`config.mk`:
```
export PLATFORM = sky130hd
export DESIGN_NAME = berger_one_scrubber
export DESIGN_NICKNAME = d
export VERILOG_FILES = /design/src/rtl/berger_one_scrubber.sv
export SDC_FILE = /design/constraint.sdc
export NUM_CORES = 1
export LEC_CHECK = 0
export ABC_CLOCK_PERIOD_IN_PS = 1850
export BUFFER_PORTS_ARGS = -buffer_cell sky130_fd_sc_hd__buf_4
export CORE_ASPECT_RATIO = 1.25
export CORE_MARGIN = 2
export CORE_UTILIZATION = 40
export DETAILED_ROUTE_END_ITERATION = 16
export GPL_ROUTABILITY_DRIVEN = 0
export PLACE_DENSITY_LB_ADDON = 0.2
export SETUP_SLACK_MARGIN = 0.05
export SLEW_MARGIN = 40
export SYNTH_ARGS = -nofsm -noshare
export SYNTH_HDL_FRONTEND = slang
export SYNTH_SLANG_ARGS = --single-unit
```
`constraint.sdc`:
```
create_clock -name clk -period 1.85 [get_ports clk]
set_input_delay 0.2775 -clock clk [delete_from_list [all_inputs] [get_ports clk]]
set_output_delay 0.2775 -clock clk [all_outputs]
set_load 0.01 [all_outputs]
```
`src/rtl/berger_one_scrubber.sv`:
```
// Background scrubber for a 16x8 Berger-one memory: sweeps every address, records
// one-to-zero failures per address, and always yields the memory port to host writes.
//   state   | meaning
//   S_IDLE  | waiting for scrub_start or interval expiry
//   S_ISSUE | sweep address presented to memory
//   S_WAIT  | counting down read latency
//   S_CHECK | sampling mem_err for the current address
//   S_DONE  | one-cycle completion pulse
module berger_one_scrubber #(
    parameter int READ_LATENCY   = 1,
    parameter int SCRUB_INTERVAL = 256
) (
    input  logic        clk,
    input  logic        rst,
    input  logic        host_wr_en,
    input  logic [3:0]  host_addr,
    input  logic [7:0]  host_data,
    input  logic        scrub_start,
    input  logic        err_clr,
    output logic [3:0]  mem_addr,
    output logic [7:0]  mem_data,
    output logic        mem_wr_en,
    input  logic [7:0]  mem_rdata,
    input  logic        mem_err,
    output logic        busy,
    output logic        done,
    output logic [15:0] err_map,
    output logic [4:0]  err_count,
    output logic [3:0]  first_err_addr,
    output logic        first_err_valid
);

    typedef enum logic [2:0] {S_IDLE, S_ISSUE, S_WAIT, S_CHECK, S_DONE} state_t;

    localparam logic [1:0]  LAT      = 2'(READ_LATENCY);
    localparam logic [31:0] INT_LAST = 32'(SCRUB_INTERVAL - 1);
    localparam bit          AUTO_EN  = (SCRUB_INTERVAL != 0);

    state_t      state, state_nxt;
    logic [3:0]  ptr, ptr_nxt;
    logic [1:0]  wait_cnt, wait_cnt_nxt;
    logic [31:0] int_cnt, int_cnt_nxt;
    logic        sample;

    logic [15:0] map_nxt;
    logic [4:0]  cnt_nxt;
    logic [3:0]  fa_nxt;
    logic        fv_nxt;

    // Read data is not interpreted by the scrubber.
    logic unused_rdata;
    assign unused_rdata = ^mem_rdata;

    assign mem_wr_en = host_wr_en;
    assign mem_addr  = host_wr_en ? host_addr : ptr;
    assign mem_data  = host_wr_en ? host_data : 8'h00;
    assign busy      = (state == S_ISSUE) || (state == S_WAIT) || (state == S_CHECK);
    assign done      = (state == S_DONE);

    always_ff @(posedge clk) begin
        if (rst) begin
            state <= S_IDLE;
        end else begin
            state <= state_nxt;
        end
    end

    always_comb begin
        state_nxt    = state;
        ptr_nxt      = ptr;
        wait_cnt_nxt = wait_cnt;
        int_cnt_nxt  = int_cnt;
        sample       = 1'b0;
        case (state)
            S_IDLE: begin
                if (scrub_start || (AUTO_EN && (int_cnt == INT_LAST))) begin
                    state_nxt   = S_ISSUE;
                    ptr_nxt     = 4'd0;
                    int_cnt_nxt = 32'd0;
                end else begin
                    int_cnt_nxt = int_cnt + 32'd1;
                end
            end
            S_ISSUE: begin
                if (!host_wr_en) begin
                    if (LAT == 2'd0) begin
                        state_nxt = S_CHECK;
                    end else begin
                        wait_cnt_nxt = LAT;
                        state_nxt    = S_WAIT;
                    end
                end
            end
            S_WAIT: begin
                if (host_wr_en) begin
                    state_nxt = S_ISSUE;
                end else begin
                    wait_cnt_nxt = wait_cnt - 2'd1;
                    if (wait_cnt == 2'd1) begin
                        state_nxt = S_CHECK;
                    end
                end
            end
            S_CHECK: begin
                // A host write steals the port, so the read result is discarded and reissued.
                if (host_wr_en) begin
                    state_nxt = S_ISSUE;
                end else begin
                    sample = 1'b1;
                    if (ptr == 4'd15) begin
                        state_nxt = S_DONE;
                    end else begin
                        ptr_nxt   = ptr + 4'd1;
                        state_nxt = S_ISSUE;
                    end
                end
            end
            S_DONE:  state_nxt = S_IDLE;
            default: state_nxt = S_IDLE;
        endcase
    end

    // Clear first, then record the current sample, so a coincident failure survives err_clr.
    always_comb begin
        map_nxt = err_map;
        cnt_nxt = err_count;
        fa_nxt  = first_err_addr;
        fv_nxt  = first_err_valid;
        if (err_clr) begin
            map_nxt = 16'h0000;
            cnt_nxt = 5'd0;
            fa_nxt  = 4'd0;
            fv_nxt  = 1'b0;
        end
        if (sample) begin
            if (mem_err) begin
                map_nxt[ptr] = 1'b1;
                if (cnt_nxt != 5'd31) begin
                    cnt_nxt = cnt_nxt + 5'd1;
                end
                if (!fv_nxt) begin
                    fa_nxt = ptr;
                    fv_nxt = 1'b1;
                end
            end else begin
                map_nxt[ptr] = 1'b0;
            end
        end
        if (host_wr_en) begin
            map_nxt[host_addr] = 1'b0;
        end
    end

    always_ff @(posedge clk) begin
        if (rst) begin
            ptr             <= 4'd0;
            wait_cnt        <= 2'd0;
            int_cnt         <= 32'd0;
            err_map         <= 16'h0000;
            err_count       <= 5'd0;
            first_err_addr  <= 4'd0;
            first_err_valid <= 1'b0;
        end else begin
            ptr             <= ptr_nxt;
            wait_cnt        <= wait_cnt_nxt;
            int_cnt         <= int_cnt_nxt;
            err_map         <= map_nxt;
            err_count       <= cnt_nxt;
            first_err_addr  <= fa_nxt;
            first_err_valid <= fv_nxt;
        end
    end

endmodule

```
==> flow_metrics.env <==
export IMPL_status="finished, final reports clean"
export IMPL_path_clk_slew_ns=0.08
export IMPL_synth_edf_count=0
export IMPL_vias=3937
export IMPL_clock_skew_ns=0.0172
export IMPL_min_from="err_clr"
export IMPL_use_met3=0.0493
export IMPL_total_power_mw=3.07
export IMPL_avgRoutedWirePerCell_um=15.2
export IMPL_cp_max_fo=3
export IMPL_io_pins=67
export IMPL_grtUsageTotal=0.218
export IMPL_drt_total_wl_um=10600
export IMPL_n_fill_cell=812
export IMPL_rsz0062_at_grt="true"
export IMPL_gr_usage_met1=0.247
export IMPL_htree_levels=3
export IMPL_utilization=0.575
export IMPL_antenna_left=0
export IMPL_synth_flop_cell="dfxtp_1"
export IMPL_maxCapViolations=0
export IMPL_die_w_um=89.3
export IMPL_gr_usage_met2=0.383
export IMPL_avgSynthCellArea_um2=7.86
export IMPL_p_per_area_mw_per_mm2=611
export IMPL_hold_buffers=0
export IMPL_finalMaxSlewViolations=0
export IMPL_hpwl_um=7570
export IMPL_worstPathArrival_ns=2.12
export IMPL_insertion_delay_ns=0.37
export IMPL_synthCells=463
export IMPL_endpoint_kind="flop"
export IMPL_peakVddDrop_mv=0.426
export IMPL_viasPerCell=5.65
export IMPL_die_h_um=111
export IMPL_r2r_end="int_cnt[31]$_SDFFE_PP0N_"
export IMPL_drtPass1Iterations=5
export IMPL_initialDrtViolationCount=140
export IMPL_clock_fmax_mhz=553
export IMPL_grt_pass1_vias=3781
export IMPL_timing_hold_ws_ns=0.163
export IMPL_drive_above_1_share=0.347
export IMPL_synth_cell_types=60
export IMPL_hp_class="primary input to flop"
export IMPL_grt_pass1_wl_um=17200
export IMPL_ys_warn_count=0
export IMPL_whs_endpoint="err_count[4]$_SDFF_PP0_"
export IMPL_async_reset_ff_frac=0
export IMPL_ys_ff_latch=67
export IMPL_antenna_found_initial=0
export IMPL_dieArea_mm2=0.00988
export IMPL_r2r_slack_ns=0.04
export IMPL_overflow=0
export IMPL_period_minus_slack_ns=1.81
export IMPL_row_count=38
export IMPL_gr_max_usage_layer="met2"
export IMPL_stdcell_count=697
export IMPL_synth_area_top_cells="dfxtp_1, nand2_1, a21oi_1"
export IMPL_max_clock_path_buffers=2
export IMPL_synth_largest_area_cell="dfxtp_1"
export IMPL_fin_ws_ns=0.0408
export IMPL_synth_top_area_frac=0.369
export IMPL_drc=0
export IMPL_hold_viol_final=0
export IMPL_syn_area_mm2=0.00364
export IMPL_regArea_mm2=0.00138
export IMPL_cts_tree="built"
export IMPL_syn_to_final_growth_pct=38.2
export IMPL_nNetsFinal=605
export IMPL_initial_core_util=0.416
export IMPL_syn_nets=496
export IMPL_r2r_cells=5
export IMPL_setup_viol_count_final=0
export IMPL_worst_ep_required_time_ns=2.16
export IMPL_fp_coreArea_mm2=0.00875
export IMPL_start_kind="flop"
export IMPL_post_route_period_util=0.978
export IMPL_antenna_cells=0
export IMPL_p_leak_nw=2.01
export IMPL_criticalPathCategory="flop to flop"
export IMPL_synthTopCellsByCount="dfxtp_1, nand2_1, a21oi_1"
export IMPL_synth_most_common_cell="dfxtp_1"
export IMPL_port_buffers=58
export IMPL_place_ws_ns=-0.0214
export IMPL_cts_buffers=9
export IMPL_dp_cells=674
export IMPL_relSlewSlack=0.639
export IMPL_root_buffer="clkbuf_8"
export IMPL_multi_input_area_mm2=0.00226
export IMPL_grt_max_degree=37
export IMPL_ys_seq_area_frac=0.369
export IMPL_r2r_start="int_cnt[22]$_SDFFE_PP0N_"
export IMPL_cts_sinks=67
export IMPL_worst_slew_pin_slew_ns=0.540
export IMPL_min_path_cells=2
power by group:
group | switching [mW] | internal (mW) | total [mW] | leakage, nW
registers | 0.0135 | 1.45 | 1.46 | 0.552
logic | 0.201 | 0.167 | 0.368 | 1.36
clock network | 0.590 | 0.653 | 1.24 | 0.0991
final cells by class:
cell class	count	share of cell area
Inverter	13	0.00971
Sequential cell	67	0.274
Clock buffer	11	0.0281
Tap cell	120	0.0299
Multi-Input combinational cell	351	0.449
Timing Repair Buffer	130	0.199
Clock inverter	5	0.0105
cells by family after synthesis:
family	count (synthesis)	synth area share
simple gates	195	0.284
compound gates	140	0.248
xor+xnor	4	0.00963
buf+inv	45	0.0509
fa+ha+maj	7	0.0241
mux	5	0.0144
flops	67	0.369
worst max-delay path by stage:
stage | startpoint | end | slack [ns] | depth (start not counted)
2_1_floorplan | int_cnt[1]$_SDFFE_PP0N_ | int_cnt[31]$_SDFFE_PP0N_ | 0.05 | 6
3_3_place_gp | int_cnt[9]$_SDFFE_PP0N_ | state[0]$_SDFFE_PP0P_ | -0.06 | 6
3_5_place_dp | int_cnt[12]$_SDFFE_PP0N_ | state[0]$_SDFFE_PP0P_ | -0.02 | 6
4_1_cts | int_cnt[10]$_SDFFE_PP0N_ | int_cnt[16]$_SDFFE_PP0N_ | 0.03 | 7
5_1_grt | int_cnt[10]$_SDFFE_PP0N_ | int_cnt[27]$_SDFFE_PP0N_ | 0.001 | 7
6_report | int_cnt[22]$_SDFFE_PP0N_ | int_cnt[31]$_SDFFE_PP0N_ | 0.04 | 5
per-stage QoR:
stage          setup TNS [ns]  instance area [um2]
2_1_floorplan               0                 3680
3_3_place_gp          -0.0581                 4610
3_5_place_dp          -0.0214                 4610
4_1_cts                     0                 4870
5_1_grt                     0                 5030
6_report                    0                 5030
state kept, by name, indices dropped and copies added, names as in the netlist:
name             flops
wait_cnt             2
ptr                  4
state                3
int_cnt             32
first_err_valid      1
err_count            5
err_map             16
first_err_addr       4
placed cells by master (no fill, tap or decap), types with 3 or more instances in the layout:
| master | synthesis | layout |
|---|---|---|
| nand3_1 | 26 | 25 |
| clkbuf_8 | 0 | 10 |
| dfxtp_1 | 67 | 47 |
| nand2_1 | 48 | 47 |
| a22oi_1 | 6 | 6 |
| ha_1 | 7 | 6 |
| inv_1 | 12 | 12 |
| nor4_1 | 8 | 4 |
| a41oi_1 | 4 | 3 |
| and4_4 | 0 | 5 |
| or4_4 | 1 | 3 |
| nor2_1 | 31 | 31 |
| dfxtp_2 | 0 | 15 |
| xnor2_1 | 3 | 3 |
| buf_4 | 1 | 124 |
| nor2b_1 | 6 | 6 |
| a21oi_1 | 34 | 33 |
| clkinv_2 | 0 | 3 |
| o21ai_0 | 29 | 25 |
| nand4_1 | 12 | 12 |
| o21ai_1 | 0 | 3 |
| o211a_1 | 4 | 4 |
| dfxtp_4 | 0 | 5 |
| nand2b_1 | 7 | 7 |
| mux2i_1 | 3 | 3 |
| and2_1 | 16 | 15 |
| buf_6 | 0 | 6 |
| nor3_1 | 13 | 13 |
| or3_1 | 4 | 4 |
| and3_1 | 5 | 4 |
| a211oi_1 | 12 | 12 |
| o211ai_1 | 3 | 3 |
| a31oi_1 | 27 | 27 |
metal layers:
| metal | share of wire | routed length, um |
|---|---|---|
| met5 | 0 | 0 |
| met2 | 0.54 | 5670 |
| met1 | 0.40 | 4240 |
| met4 | 0.015 | 156 |
| met3 | 0.048 | 505 |
worst max-delay path: stages (launching register included):
cell,delay [ns]
dfxtp_2,0.36
nand4_1,0.13
or2_4,0.28
or4_4,0.51
or4_4,0.42
nand3_1,0.07
timing repair:
action,CTS,global route
resized for setup,18,39
pin swaps,4,9
endpoints found under the setup margin,11,24
cloned,0,2
buffers inserted,2,3
No activity file was read; power rests on OpenSTA's default activity.
